## src/rtl/pipe_stall_ctrl_pkg.sv

```systemverilog
// Shared types for the pipeline hazard sequencer: FSM states, control bundle
// layout and the default divider latency.
package pipe_stall_ctrl_pkg;

  localparam int unsigned DIV_CYCLES_DEFAULT = 32;

  typedef enum logic [1:0] {
    RUN     = 2'd0,
    IWAIT   = 2'd1,
    DWAIT   = 2'd2,
    DIVBUSY = 2'd3
  } stall_state_t;

  // stall bits index F/D/E/M registers, flush bits index D/E/M/W registers
  localparam int unsigned SF = 0;
  localparam int unsigned SD = 1;
  localparam int unsigned SE = 2;
  localparam int unsigned SM = 3;
  localparam int unsigned FD = 0;
  localparam int unsigned FE = 1;
  localparam int unsigned FM = 2;
  localparam int unsigned FW = 3;

  typedef struct packed {
    logic [3:0] stall;
    logic [3:0] flush;
  } hazard_ctrl_t;

endpackage

```

## src/rtl/pipe_stall_ctrl_if.sv

```systemverilog
// Hazard interface between the core datapath (master) and the stall/flush
// sequencer (slave).
interface pipe_stall_ctrl_if;
  logic i_req;
  logic i_data_ok;
  logic d_req;
  logic d_data_ok;
  logic div_startE;
  logic load_useD;
  logic excM;
  logic stallF;
  logic stallD;
  logic stallE;
  logic stallM;
  logic flushD;
  logic flushE;
  logic flushM;
  logic flushW;
  logic i_discard;
  logic div_done;

  modport master (
    output i_req, i_data_ok, d_req, d_data_ok, div_startE, load_useD, excM,
    input  stallF, stallD, stallE, stallM, flushD, flushE, flushM, flushW,
    input  i_discard, div_done
  );

  modport slave (
    input  i_req, i_data_ok, d_req, d_data_ok, div_startE, load_useD, excM,
    output stallF, stallD, stallE, stallM, flushD, flushE, flushM, flushW,
    output i_discard, div_done
  );
endinterface

```

## src/rtl/pipe_stall_ctrl_div_busy_counter.sv

```systemverilog
// Divider occupancy counter: loads DIV_CYCLES-1 on start, counts down while
// busy, flags the final cycle, and is cleared by a pipeline flush.
module pipe_stall_ctrl_div_busy_counter #(
  parameter int unsigned DIV_CYCLES = 32
) (
  input  logic clk,
  input  logic reset,
  input  logic start,
  input  logic busy,
  input  logic flush,
  output logic done_c
);
  localparam int unsigned CW = $clog2(DIV_CYCLES + 1);

  logic [CW-1:0] count;

  always_ff @(posedge clk or posedge reset) begin
    if (reset) begin
      count <= '0;
    end else if (flush) begin
      count <= '0;
    end else if (start) begin
      count <= CW'(DIV_CYCLES - 1);
    end else if (busy && (count != '0)) begin
      count <= count - CW'(1);
    end
  end

  assign done_c = busy && (count == '0);

endmodule

```

## src/rtl/pipe_stall_ctrl.sv

```systemverilog
// Pipeline hazard sequencer: merges fetch/data handshakes, divider occupancy,
// load-use and exception redirect into per-stage stall/flush controls.
module pipe_stall_ctrl
  import pipe_stall_ctrl_pkg::*;
#(
  parameter int unsigned DIV_CYCLES = DIV_CYCLES_DEFAULT
) (
  input logic              clk,
  input logic              reset,
  pipe_stall_ctrl_if.slave hz
);

  stall_state_t state;
  logic         ipend;
  logic         idrop;
  logic         exc_lat;
  logic         dstall_c;
  logic         exc_fire_c;
  logic         div_start_c;
  logic         div_stall_c;
  logic         div_done_c;
  logic         istall_c;
  hazard_ctrl_t ctl;

  // Hazard causes; M is flushed while the divider runs, so no d_req is seen there
  always_comb begin
    dstall_c    = (state == DWAIT) ? !hz.d_data_ok
                                   : ((state != DIVBUSY) && hz.d_req && !hz.d_data_ok);
    exc_fire_c  = !dstall_c && (hz.excM || exc_lat);
    div_start_c = (state != DIVBUSY) && !dstall_c && !exc_fire_c && hz.div_startE;
    div_stall_c = div_start_c || ((state == DIVBUSY) && !div_done_c);
    istall_c    = (hz.i_req || ipend) && !hz.i_data_ok;
  end

  pipe_stall_ctrl_div_busy_counter #(
    .DIV_CYCLES(DIV_CYCLES)
  ) u_div_cnt (
    .clk   (clk),
    .reset (reset),
    .start (div_start_c),
    .busy  (state == DIVBUSY),
    .flush (exc_fire_c),
    .done_c(div_done_c)
  );

  // Priority mux: data wait > redirect > divider > fetch wait > load-use
  always_comb begin
    ctl = '0;
    if (!reset) begin
      if (dstall_c) begin
        ctl.stall     = 4'b1111;
        ctl.flush[FW] = 1'b1;
      end else if (exc_fire_c) begin
        ctl.flush[FD] = 1'b1;
        ctl.flush[FE] = 1'b1;
        ctl.flush[FM] = 1'b1;
      end else if (div_stall_c) begin
        ctl.stall[SF] = 1'b1;
        ctl.stall[SD] = 1'b1;
        ctl.stall[SE] = 1'b1;
        ctl.flush[FM] = 1'b1;
      end else if (istall_c) begin
        ctl.stall[SF] = 1'b1;
        ctl.flush[FD] = 1'b1;
      end else if (hz.load_useD) begin
        ctl.stall[SF] = 1'b1;
        ctl.stall[SD] = 1'b1;
        ctl.flush[FE] = 1'b1;
      end
    end
  end

  assign hz.stallF    = ctl.stall[SF];
  assign hz.stallD    = ctl.stall[SD];
  assign hz.stallE    = ctl.stall[SE];
  assign hz.stallM    = ctl.stall[SM];
  assign hz.flushD    = ctl.flush[FD];
  assign hz.flushE    = ctl.flush[FE];
  assign hz.flushM    = ctl.flush[FM];
  assign hz.flushW    = ctl.flush[FW];
  assign hz.i_discard = !reset && idrop && hz.i_data_ok;
  assign hz.div_done  = !reset && div_done_c && !exc_fire_c;

  // A redirect with a fetch in flight marks the returning data as stale
  always_ff @(posedge clk or posedge reset) begin
    if (reset) begin
      state   <= RUN;
      ipend   <= 1'b0;
      idrop   <= 1'b0;
      exc_lat <= 1'b0;
    end else begin
      ipend   <= !hz.i_data_ok && (ipend || hz.i_req);
      idrop   <= !hz.i_data_ok && (idrop || (exc_fire_c && (ipend || hz.i_req)));
      exc_lat <= dstall_c && (exc_lat || hz.excM);
      if (dstall_c) begin
        state <= DWAIT;
      end else if (div_stall_c && !exc_fire_c) begin
        state <= DIVBUSY;
      end else if (!hz.i_data_ok && (ipend || hz.i_req)) begin
        state <= IWAIT;
      end else begin
        state <= RUN;
      end
    end
  end

  a_one_fetch: assert property (@(posedge clk) disable iff (reset) !(hz.i_req && ipend));
  a_stall_order: assert property (@(posedge clk) disable iff (reset)
    ctl.stall inside {4'b0000, 4'b0001, 4'b0011, 4'b0111, 4'b1111});
  a_stall_xor_flush: assert property (@(posedge clk) disable iff (reset)
    (ctl.stall[3:1] & ctl.flush[2:0]) == 3'b000);

endmodule

```

## src/flat_wrapper.sv

```systemverilog
// flat-port wrapper written by rule: the top's interface ports become plain ports
module pipe_stall_ctrl_flat import pipe_stall_ctrl_pkg::*;
#(
  parameter int unsigned DIV_CYCLES = DIV_CYCLES_DEFAULT
)
  (clk, reset, hz_i_req, hz_i_data_ok, hz_d_req, hz_d_data_ok, hz_div_startE, hz_load_useD, hz_excM, hz_stallF, hz_stallD, hz_stallE, hz_stallM, hz_flushD, hz_flushE, hz_flushM, hz_flushW, hz_i_discard, hz_div_done);
  pipe_stall_ctrl_if hz_i ();
  input logic clk;
  input logic reset;
  input wire logic [$bits(hz_i.i_req)-1:0] hz_i_req;
  input wire logic [$bits(hz_i.i_data_ok)-1:0] hz_i_data_ok;
  input wire logic [$bits(hz_i.d_req)-1:0] hz_d_req;
  input wire logic [$bits(hz_i.d_data_ok)-1:0] hz_d_data_ok;
  input wire logic [$bits(hz_i.div_startE)-1:0] hz_div_startE;
  input wire logic [$bits(hz_i.load_useD)-1:0] hz_load_useD;
  input wire logic [$bits(hz_i.excM)-1:0] hz_excM;
  output wire logic [$bits(hz_i.stallF)-1:0] hz_stallF;
  output wire logic [$bits(hz_i.stallD)-1:0] hz_stallD;
  output wire logic [$bits(hz_i.stallE)-1:0] hz_stallE;
  output wire logic [$bits(hz_i.stallM)-1:0] hz_stallM;
  output wire logic [$bits(hz_i.flushD)-1:0] hz_flushD;
  output wire logic [$bits(hz_i.flushE)-1:0] hz_flushE;
  output wire logic [$bits(hz_i.flushM)-1:0] hz_flushM;
  output wire logic [$bits(hz_i.flushW)-1:0] hz_flushW;
  output wire logic [$bits(hz_i.i_discard)-1:0] hz_i_discard;
  output wire logic [$bits(hz_i.div_done)-1:0] hz_div_done;
  assign hz_i.i_req = hz_i_req;
  assign hz_i.i_data_ok = hz_i_data_ok;
  assign hz_i.d_req = hz_d_req;
  assign hz_i.d_data_ok = hz_d_data_ok;
  assign hz_i.div_startE = hz_div_startE;
  assign hz_i.load_useD = hz_load_useD;
  assign hz_i.excM = hz_excM;
  assign hz_stallF = hz_i.stallF;
  assign hz_stallD = hz_i.stallD;
  assign hz_stallE = hz_i.stallE;
  assign hz_stallM = hz_i.stallM;
  assign hz_flushD = hz_i.flushD;
  assign hz_flushE = hz_i.flushE;
  assign hz_flushM = hz_i.flushM;
  assign hz_flushW = hz_i.flushW;
  assign hz_i_discard = hz_i.i_discard;
  assign hz_div_done = hz_i.div_done;
  pipe_stall_ctrl #(.DIV_CYCLES(DIV_CYCLES)) u_core (.clk(clk), .reset(reset), .hz(hz_i));
endmodule
```

## config.mk

```make
export PLATFORM = sky130hd
export DESIGN_NAME = pipe_stall_ctrl_flat
export DESIGN_NICKNAME = d
export VERILOG_FILES = /design/src/rtl/pipe_stall_ctrl_pkg.sv /design/src/rtl/pipe_stall_ctrl_if.sv /design/src/rtl/pipe_stall_ctrl_div_busy_counter.sv /design/src/rtl/pipe_stall_ctrl.sv /design/src/flat_wrapper.sv
export SDC_FILE = /design/constraint.sdc
export NUM_CORES = 1
export LEC_CHECK = 0
export CAP_MARGIN = 40
export CORE_MARGIN = 4
export CORE_UTILIZATION = 50
export CTS_BUF_LIST = sky130_fd_sc_hd__clkbuf_4
export DETAILED_ROUTE_END_ITERATION = 6
export PLACE_DENSITY_LB_ADDON = 0.25
export SETUP_SLACK_MARGIN = 0.4
export SLEW_MARGIN = 0
export SYNTH_ARGS = -nofsm -noshare
export SYNTH_HDL_FRONTEND = slang
export SYNTH_HIERARCHICAL = 1
export SYNTH_SLANG_ARGS = --single-unit
```

## constraint.sdc

```tcl
create_clock -name clk -period 2.3 [get_ports clk]
set_clock_uncertainty 0.1 [all_clocks]
set_input_delay 0.575 -clock clk [delete_from_list [all_inputs] [get_ports clk]]
set_output_delay 0.575 -clock clk [all_outputs]
set_load 0.02 [all_outputs]
```

==> results of run 1 <==
## through the flow
stage | instance area [um^2] | utilization, %
2_1_floorplan | 828.3 | -
3_3_place_gp | 1245 | 91.12
3_5_place_dp | 1245 | 91.12
## cell usage after synthesis, drive strengths merged
master and count:
nand2b 3, o31ai 1, or3 4, o211ai 2, nor3b 2, a211o 2
nor4 2, and3 2, nor2 7, or4b 1, buf 1, dfrtp 11
a311oi 2, or2 1, and2 1, o22ai 1, nand2 6, a31oi 2
o21bai 1, o2111a 2, nor2b 1, inv 9, ha 2, a21o 1
nand4 1, a21oi 10, mux2i 1, nor3 2, o21ai 3, or3b 1
and2b 1, a21boi 1, o32ai 1
## cell families after synthesis
logic type	count (synthesis)	share of synthesized area, %
DFF	11	35.77
AOI/OAI and AO/OA	29	28.29
adders and majority gates	2	3.252
buffers and inverters	10	5.366
muxes	1	1.301
and+or+nand+nor	35	26.02
==> results.sh, run 1 <==
export IMPL_error="[ERROR DPL-0038] Utilization greater than 100%, impossible to legalize"
export IMPL_ys_warn_count=6
export IMPL_die_h_um=47.23
export IMPL_seq_area_frac_synth_pct=35.77
export IMPL_ioPinCount=19
export IMPL_post_cts_buffers=15
export IMPL_synthesis_nets=99
export IMPL_die_x_um=47.23
export IMPL_numCtsBuffers=3
export IMPL_avgSynthCellArea_um2=8.744
export IMPL_start_util_pct=56.32
export IMPL_yosysTopAreaCell="dfrtp_1"
export IMPL_gp_congestion=0.8666
export IMPL_dp_hpwl_um=2175
export IMPL_stop_stage="clock tree synthesis"
export IMPL_syn_inst=88
export IMPL_placed_cells=150
export IMPL_numPortBuffers=18
export IMPL_post_cts_resized=106
export IMPL_cts_path_max_buffers=2
export IMPL_synth_top_area_share_pct=35.77
export IMPL_netlist_area_um2=769.5
export IMPL_root_buffer="clkbuf_4"
export IMPL_htreeDepth=1
export IMPL_synth_cell_types=37
export IMPL_synth_seq_cells=11
export IMPL_clock_sinks=11
export IMPL_preCtsSetupSlack_ns=-0.9292
export IMPL_cts_hold_buffers=0
export IMPL_num_rows=13
export IMPL_status="did not finish"
export IMPL_synth_area_top_cells="dfrtp_1 36%, a21oi_1 5.9%, inv_1 4.4%, ha_1 3.3%, nand2_1 2.9%"
==> inputs of run 2 (changes only) <==
--- a/config.mk
+++ b/config.mk
@@ -6,12 +6,10 @@
 export NUM_CORES = 1
 export LEC_CHECK = 0
 export CAP_MARGIN = 40
-export CORE_MARGIN = 4
-export CORE_UTILIZATION = 50
-export CTS_BUF_LIST = sky130_fd_sc_hd__clkbuf_4
+export CORE_AREA = 4 4 65 67
 export DETAILED_ROUTE_END_ITERATION = 6
-export PLACE_DENSITY_LB_ADDON = 0.25
-export SETUP_SLACK_MARGIN = 0.4
+export DIE_AREA = 0 0 69 71
+export PLACE_DENSITY_LB_ADDON = 0.15
 export SLEW_MARGIN = 0
 export SYNTH_ARGS = -nofsm -noshare
 export SYNTH_HDL_FRONTEND = slang
==> results.sh, run 2 <==
export IMPL_rsz0062_at_grt="true"
export IMPL_relSlewSlack_pct=78.97
export IMPL_fmax_mhz=412.9
export IMPL_fin_area_um2=1399
export IMPL_synth_cell_types=37
export IMPL_gp_congestion=0.8142
export IMPL_wl_per_cell_um=12.47
export IMPL_fin_crit_sh_pct=105.3
export IMPL_final_max_slew_viol_count=0
export IMPL_final_nets=163
export IMPL_preCtsSetupSlack_ns=-0.9079
export IMPL_drive_above_1_share_pct=49.67
export IMPL_drtIter0Drc=38
export IMPL_drtAntennaViolNets=0
export IMPL_top_regs="u_core/u_div_cnt/count (6), u_core/state (2)"
export IMPL_synthArstFlopShare_pct=100.0
export IMPL_power_mw=1.109
export IMPL_maxCapViolCount=0
export IMPL_worst_setup_path_start_kind="flip-flop"
export IMPL_synth_common_cells="11 x dfrtp_1, 9 x a21oi_1, 9 x inv_1, 6 x nand2_1, 6 x nor2_1"
export IMPL_status="complete, but fails checks"
export IMPL_insertedDiodeCount=0
export IMPL_drc=0
export IMPL_dpl_cell_area_um2=1257
export IMPL_grtUsageTotal_pct=9.719
export IMPL_netlist_area_um2=769.5
export IMPL_arrival_ns=1.75
export IMPL_synth_seq_cells=11
export IMPL_antenna_found_initial=0
export IMPL_cts_hold_buffers=0
export IMPL_end_kind="output port"
export IMPL_grt_pass1_wl_um=4002
export IMPL_regMostFlops="u_core/u_div_cnt/count"
export IMPL_drtPass1Iterations=4
export IMPL_clk_pin_slew_ns=0.05
export IMPL_post_synth_top_count_cell="dfrtp_1"
export IMPL_cts_tree="built"
export IMPL_fill_cells=391
export IMPL_seq_area_frac_synth_pct=35.77
export IMPL_synthesis_nets=99
export IMPL_finalSetupViolCount=6
export IMPL_p_leak_nw=0.6709
export IMPL_grt_max_degree=8
export IMPL_hold_violations=0
export IMPL_dp_hpwl_um=1798
export IMPL_final_common_cell="buf_4"
export IMPL_core_um2=3633
export IMPL_synth_top_area_share_pct=35.77
export IMPL_critPathKind="flip-flop to output port"
export IMPL_numPortBuffers=18
export IMPL_synth_top_flop_cell="dfrtp_1"
export IMPL_num_rows=22
export IMPL_grt_overflow=0
export IMPL_wirelength_um=2482
export IMPL_synth_edf_count=0
export IMPL_violations="setup timing"
export IMPL_r2r_start="u_core/state[1]$_DFF_PP0_"
export IMPL_tightest_slew_ns=0.3148
export IMPL_reg2regPathDepth=7
export IMPL_synth_area_top_cells="dfrtp_1 36%, a21oi_1 5.9%, inv_1 4.4%, ha_1 3.3%, nand2_1 2.9%"
export IMPL_yosysTopAreaCell="dfrtp_1"
export IMPL_clock_sinks=11
export IMPL_area_growth_syn_to_layout_pct=81.79
export IMPL_final_cell_mix="48 x buf_4, 11 x dfrtp_1, 6 x nand2_1, 6 x a21oi_1"
export IMPL_power_density_nw_per_um2=792.5
export IMPL_ys_warn_count=6
export IMPL_r2r_end="u_core/u_div_cnt/count[3]$_DFFE_PP0P_"
export IMPL_start_util_pct=21.18
export IMPL_cts_path_max_buffers=2
export IMPL_root_buffer="clkbuf_8"
export IMPL_htreeDepth=1
export IMPL_die_h_um=71
export IMPL_hp_class="input pin to asynchronous set/reset pin"
export IMPL_via_per_inst=4.563
export IMPL_die_x_um=69
export IMPL_layout_setup_ws_ns=-0.1218
export IMPL_numCtsBuffers=3
export IMPL_required_ns=1.62
export IMPL_largest_reg_flops=6
export IMPL_syn_inst=88
export IMPL_layout_min_cycle_time_ns=2.422
export IMPL_avgSynthCellArea_um2=8.744
export IMPL_vias=908
export IMPL_clk_latency_ns=0.23
export IMPL_grt_pass1_vias=886
export IMPL_worstPathMaxFanout=3
export IMPL_ir_drop_uv=431.5
export IMPL_ioPinCount=19
export IMPL_rrSetupSlack_ns=0.30
export IMPL_die_area_um2=4899
[run 2: metal layers]
layer | wire length, um | part of all wire, % | vias to the layer above | GRT usage (%)
met5 | 0 | 0 | - | 0
met1 | 1139 | 46 | 440 | 11.65
met4 | 0 | 0 | 0 | 1.952
met3 | 107 | 4.3 | 0 | 2.415
met2 | 1235 | 50 | 20 | 17.58
li1 | - | - | 448 | -
[run 2: cell families (layout without fill, tap and decap cells)]
group                      count (synthesis)  in the layout  share of synthesized area (%)
AOI/OAI and AO/OA                         29             29                          28.29
adders and majority gates                  2              2                          3.252
buffers and inverters                     10             73                          5.366
DFF                                       11             11                          35.77
muxes                                      1              1                          1.301
and+or+nand+nor                           35             35                          26.02
[run 2: final cells by class]
class | count | area, um^2 | area share, %
sequential | 11 | 275.3 | 19.68
tap | 48 | 60.06 | 4.293
inverter | 9 | 36.28 | 2.594
timing repair buffer | 60 | 470.5 | 33.63
clock buffer | 4 | 45.04 | 3.220
multi-input combinational | 67 | 511.7 | 36.58
[run 2: stage by stage]
| step | std cells | utilization (%) | hold WS [ns] | setup TNS, ns |
|---|---|---|---|---|
| final | 199 | 38.50 | 0.4165 | -0.4723 |
| after global routing | 199 | 38.50 | 0.4448 | -0.9549 |
| after CTS | 196 | 37.05 | 0.4231 | -0.5704 |
| after detailed placement | 187 | 34.61 | 0.4333 | -8.774 |
| after global placement | 187 | 34.61 | 0.4230 | -8.279 |
| after floorplan | 88 | - | 0.2660 | -0.2402 |
[run 2: power breakdown]
| group | internal, mW | switching, mW | leakage, nW | total, mW |
|---|---|---|---|---|
| clock | 0.122 | 0.0707 | 0.0228 | 0.192 |
| combinational | 0.349 | 0.306 | 0.505 | 0.655 |
| sequential | 0.235 | 0.0261 | 0.144 | 0.261 |
[run 2: repair_timing]
item / 4_1_cts / 5_1_grt
gates cloned: 0 / 0
gates resized for setup: 70 / 13
endpoints found under the hold margin: 0 / 0
setup endpoints to repair: 12 / 10
buffers inserted: 5 / 3
pin swaps: 10 / 4
[run 2: how the worst max path moves through the flow]
stage,to,startpoint,cells past startpoint,slack (ns)
floorplan,hz_stallD,u_core/u_div_cnt/count[0]$_DFFE_PP0P_,7,-0.09
detailed placement,hz_stallD,hz_excM,6,-0.91
global route,hz_flushM,u_core/u_div_cnt/count[0]$_DFFE_PP0P_,7,-0.20
global placement,hz_stallF,hz_excM,6,-0.89
CTS,hz_flushE,u_core/u_div_cnt/count[1]$_DFFE_PP0P_,8,-0.11
finish,hz_flushM,u_core/u_div_cnt/count[0]$_DFFE_PP0P_,7,-0.12
[run 2: worst max-delay path, stage by stage (launching register included)]
cell	delay (ns)
dfrtp_1	0.36
inv_2	0.06
ha_4	0.16
and2b_2	0.20
and3_4	0.18
buf_4	0.14
a311oi_2	0.23
buf_4	0.19
(Power assumes the default switching activity.)
